### src/rtl/alu_seq_divider.sv
// Multi-cycle unsigned restoring divider for the ALU datapath.
// One trial subtract with borrow detect per clock, WIDTH steps per division,
// start/done handshake toward the ALU control FSM.
module alu_seq_divider #(
  parameter int WIDTH = 8
) (
  input  logic             clk,
  input  logic             rst,
  input  logic             start,
  input  logic [WIDTH-1:0] dividend,
  input  logic [WIDTH-1:0] divisor,
  output logic             busy,
  output logic             done,
  output logic [WIDTH-1:0] quotient,
  output logic [WIDTH-1:0] remainder,
  output logic             div_by_zero
);

  localparam int CNT_W = (WIDTH > 2) ? $clog2(WIDTH) : 1;
  localparam logic [CNT_W-1:0] LAST_STEP = CNT_W'(WIDTH - 1);

  localparam logic [1:0] IDLE = 2'd0;
  localparam logic [1:0] CALC = 2'd1;
  localparam logic [1:0] DONE = 2'd2;

  logic [1:0]       state;
  logic [CNT_W-1:0] cnt;
  logic [WIDTH-1:0] r_q;
  logic [WIDTH-1:0] q_q;
  logic [WIDTH-1:0] dvsr_q;

  logic [WIDTH:0]   rs;
  logic [WIDTH:0]   t;
  logic [WIDTH-1:0] r_next;
  logic [WIDTH-1:0] q_next;

  assign busy = (state == CALC);
  assign done = (state == DONE);

  // One restoring step: shift in the next dividend bit, trial subtract,
  // keep the difference only when the WIDTH+1-bit subtract did not borrow.
  always_comb begin
    rs     = {r_q, q_q[WIDTH-1]};
    t      = rs - {1'b0, dvsr_q};
    r_next = rs[WIDTH-1:0];
    q_next = {q_q[WIDTH-2:0], 1'b0};
    if (!t[WIDTH]) begin
      r_next = t[WIDTH-1:0];
      q_next = {q_q[WIDTH-2:0], 1'b1};
    end
  end

  // Control FSM, working registers and held results.
  always_ff @(posedge clk) begin
    if (rst) begin
      state       <= IDLE;
      cnt         <= '0;
      r_q         <= '0;
      q_q         <= '0;
      dvsr_q      <= '0;
      quotient    <= '0;
      remainder   <= '0;
      div_by_zero <= 1'b0;
    end else begin
      case (state)
        IDLE: begin
          if (start) begin
            if (divisor != '0) begin
              dvsr_q      <= divisor;
              r_q         <= '0;
              q_q         <= dividend;
              cnt         <= '0;
              div_by_zero <= 1'b0;
              state       <= CALC;
            end else begin
              quotient    <= '1;
              remainder   <= dividend;
              div_by_zero <= 1'b1;
              state       <= DONE;
            end
          end
        end
        CALC: begin
          r_q <= r_next;
          q_q <= q_next;
          cnt <= cnt + 1'b1;
          if (cnt == LAST_STEP) begin
            quotient  <= q_next;
            remainder <= r_next;
            state     <= DONE;
          end
        end
        DONE: begin
          state <= IDLE;
        end
        default: begin
          state <= IDLE;
        end
      endcase
    end
  end

endmodule

### config.mk
export PLATFORM = sky130hd
export DESIGN_NAME = alu_seq_divider
export DESIGN_NICKNAME = d
export VERILOG_FILES = /design/src/rtl/alu_seq_divider.sv
export SDC_FILE = /design/constraint.sdc
export NUM_CORES = 1
export LEC_CHECK = 0
export BUFFER_PORTS_ARGS = -buffer_cell sky130_fd_sc_hd__buf_2
export CAP_MARGIN = 20
export CORE_MARGIN = 1
export CORE_UTILIZATION = 51
export DETAILED_ROUTE_END_ITERATION = 6
export PLACE_DENSITY_LB_ADDON = 0.15
export SYNTH_ARGS = -nofsm -noshare
export SYNTH_HDL_FRONTEND = slang
export SYNTH_SLANG_ARGS = --single-unit
### constraint.sdc
create_clock -name clk -period 2.7 [get_ports clk]
set_clock_uncertainty 0.05 [all_clocks]
set_input_delay 0.135 -clock clk [delete_from_list [all_inputs] [get_ports clk]]
set_output_delay 0.135 -clock clk [all_outputs]
set_load 0.1 [all_outputs]
==> impl_summary.log <==
[metrics] run status: completed
[metrics] kind of launch point of the worst setup path: register
[metrics] main combinational cell family by area after synthesis: compound AO/OA/AOI/OAI gates
[metrics] number of hold violations in the final report: 0
[metrics] power density of the placed cells: 656 nW/µm²
[metrics] switching power of the nets: 591 µW
[metrics] path type of the worst setup path: register to register
[metrics] H-tree Lvls: 2
[metrics] syn nets: 311
[metrics] Final Wtd Congestion: 0.883
[metrics] final cell count without fillers: 370
[metrics] antenna violations before repair: 0
[metrics] worst rel slew slack: 64.0%
[metrics] Adder-Cell Fraction of Synth Area: 6.09%
[metrics] instance count after placement with tap cells included: 362
[metrics] final number of max-transition violations: 0
[metrics] routed wire length: 5.39 mm
[metrics] required time at the endpoint of the critical path: 2880 ps
[metrics] global-route wire length before repair: 8.98 mm
[metrics] part of the power in combinational logic: 28.1%
[metrics] fraction of the yosys area taken by sequential cells: 38.6%
[metrics] Most used DFF post-synth: dfxtp_1
[metrics] Synth Area in Compound Gates: 22.9%
[metrics] Post-CTS Hold Fix Bufs: 0
[metrics] io pins: 38
[metrics] Sw Share: 32.9%
[metrics] WL/cell: 14.6 µm
[metrics] Post-Synth XOR/XNOR Area: 0.367%
[metrics] post-DP HPWL: 3.99 mm
[metrics] CTS tree: done
[metrics] maximum clock path buffer count: 2
[metrics] post-route fraction of the period consumed by the critical path: 91.0%
[metrics] die span in y: 70.4 µm
[metrics] final setup TNS: 0 ps
[metrics] clock share of power: 30.3%
[metrics] top cells by area in the synthesized netlist: dfxtp_1 (39%), nor2_1 (7.6%), mux2i_1 (5.9%), a311oi_1 (5.5%), ha_1 (5.2%)
[metrics] final cell area excluding filler cells: 2740 µm²
[metrics] sequential cell fraction of total power: 41.6%
[metrics] total number of yosys warnings: 0
[metrics] die area: 4950 µm²
[metrics] Initial Utilization: 54.0%
[metrics] synthesized flop and latch total: 46
[metrics] number of failing setup endpoints in the final timing report: 0
[metrics] Static Leak: 1.18 nW
[metrics] die outline width: 70.4 µm
[metrics] via density per instance: 5.77
[metrics] peak clock frequency supported by timing: 407 MHz
[metrics] DRT antenna net count: 0
[metrics] proportion of synthesized area in mux cells: 6.51%
[metrics] total congestion overflow: 0
[metrics] vias in the first global route: 1921
[metrics] area of the mapped netlist: 2380 µm²
[metrics] async set-or-reset flop fraction in the synthesized netlist: 0%
[metrics] library cell occupying the most area in the post-synthesis netlist: dfxtp_1
[metrics] antenna diode instance count: 0
[metrics] data arrival at the endpoint of the critical path: 2630 ps
[metrics] number of vias in the routed layout: 2136
[metrics] gate count after technology mapping: 281
[metrics] area of the core region: 4410 µm²
[metrics] number of detailed-route iterations in the first pass: 5
[metrics] synthesis-to-finish area growth: 14.9%
[metrics] final core occ: 62.1%
[metrics] kind of capture point of the worst setup path: register
[metrics] MaxCap Viol Count: 0
[metrics] maximum number of pins on one net before global-route repair: 31
[metrics] Final min period: 2460 ps
[metrics] maximum net fanout on the critical path: 9
[metrics] classification of the worst-slack hold path: primary input to register
[metrics] top cell type's share of synthesized area: 38.6%
[metrics] simple logic cell fraction of the synthesized area: 20.1%
[metrics] Port Buffer Count: 37
[metrics] internal power: 1.21 mW
[metrics] std cell rows: 24
[metrics] fillcell total: 395
[metrics] mean instance size in the synthesized netlist: 8.49 µm²
[metrics] placement-stage cell area: 2620 µm²
[metrics] total chip power: 1.80 mW
[metrics] number of buffers added by the clock tree synthesis step: 5
[metrics] setup repair after global routing missed its margin: false
[metrics] Synth cell types: 48
[metrics] clock net sink count: 46
[metrics] insertion delay to the later sink of the worst-skew pair: 310 ps
[metrics] DRT iter0 DRCs: 147
[metrics] layout cell share with drive strength beyond 1: 19.5%
[metrics] Post-route DRC: 0
[metrics] overall fraction of global-route tracks in use: 23.1%
[metrics] Worst Tran Pin Value: 540 ps
[metrics] logic depth of the worst register-to-register path: 9
[metrics] Worst Hold Depth: 3
[metrics] worst-case vdd ir drop: 0.454 mV
[metrics] root buffer selected by CTS: clkbuf_8
[metrics] number of enable flip-flop cells after synthesis: 0
[metrics] Nets: 347
[metrics] clock slew at reported path FFs: 90 ps
[synth_stat cells (5+ instances only)]
cell type / n
a211oi_1: 10
a21oi_1: 12
a311oi_1: 15
and2_1: 5
clkbuf_1: 9
dfxtp_1: 46
ha_1: 10
inv_1: 12
mux2i_1: 14
nand2_1: 30
nand2b_1: 6
nor2_1: 48
o21ai_0: 5
[worst paths after layout]
check	startpoint	end	slack, ps
hold / removal	divisor[4]	dvsr_q[4]	20
hold reg to reg	cnt[0]	cnt[0]	430
setup reg to reg	q_q[7]	r_q[5]	240
setup / recovery	q_q[7]	r_q[5]	240
[power groups by stage]
| stage | Clock, mW | Sequential [mW] | Combinational (mW) |
|---|---|---|---|
| 5_1_grt | 0.578 | 0.753 | 0.560 |
| 3_3_place_gp | 0 | 0.762 | 0.486 |
| 3_5_place_dp | 0 | 0.762 | 0.495 |
| 2_1_floorplan | 0 | 0.755 | 0.367 |
| 4_1_cts | 0.552 | 0.747 | 0.497 |
| 6_report | 0.544 | 0.747 | 0.506 |
[cell families after synthesis]
family                     after synthesis
DFF                                     46
AOI/OAI and AO/OA                       72
muxes                                   15
xor gates and xnor gates                 1
adders and majority gates               11
and+or+nand+nor                        107
buffers and inverters                   29
[sequential cells by signal, summed over array words and instances, names as in the netlist]
| register | flops |
|---|---|
| dvsr_q | 8 |
| q_q | 8 |
| quotient | 8 |
| r_q | 8 |
| remainder | 8 |
| cnt | 3 |
| state | 2 |
| div_by_zero | 1 |
[final cells by class]
cell class	instances	area (µm²)	area share (%)
multi-input combinational	206	1340	48.9
timing repair buffer	46	253	9.22
tap	52	65.1	2.37
clock inverter	3	48.8	1.78
inverter	12	45.0	1.64
clock buffer	5	68.8	2.51
sequential	46	921	33.6
[routing by layer]
metal / GRT usage, % / wire length, µm
met5: 0 / 0
met1: 31.5 / 2580
met3: 5.05 / 275
met4: 8.22 / 106
met2: 35.6 / 2430
[cell usage in the layout, fill, tap and decap left out, types with 3 or more instances in the layout]
cell type  Yosys  final
ha_1          10     10
o211ai_1       4      4
a31oi_1        3      3
nor2_1        48     48
dfxtp_1       46     46
nor3_1         3      3
buf_4          0      9
nand2b_1       6      6
nor2b_1        3      3
mux2i_1       14     14
a311oi_1      15     15
and2_1         5      5
o21ai_0        5      5
a21oi_1       12     12
nand2_1       30     30
inv_1         12     12
clkbuf_8       0      5
o2111ai_1      3      3
a211oi_1      10      9
buf_2          4     37
[critical path, cell delays in order (launching register included)]
cell and delay [ps]:
dfxtp_1 330, inv_1 60, ha_1 150, inv_1 50
fa_1 410, a211oi_2 280, o211a_1 260, o211ai_2 230
a31o_2 310, a311oi_1 230
[stage by stage]
step | hold slack [ps] | setup slack, ps
after floorplan | 232 | 222
after global placement | 336 | 238
after detailed placement | 347 | 145
after CTS | 21.9 | 150
after global routing | 22.9 | 50.0
final | 22.3 | 244
[timing repair]
item | in CTS | in global routing
resized for setup | 0 | 1
setup endpoints to repair | 0 | 5
setup buffers | 0 | 0
Note: power is estimated with default switching activity, not from simulation.
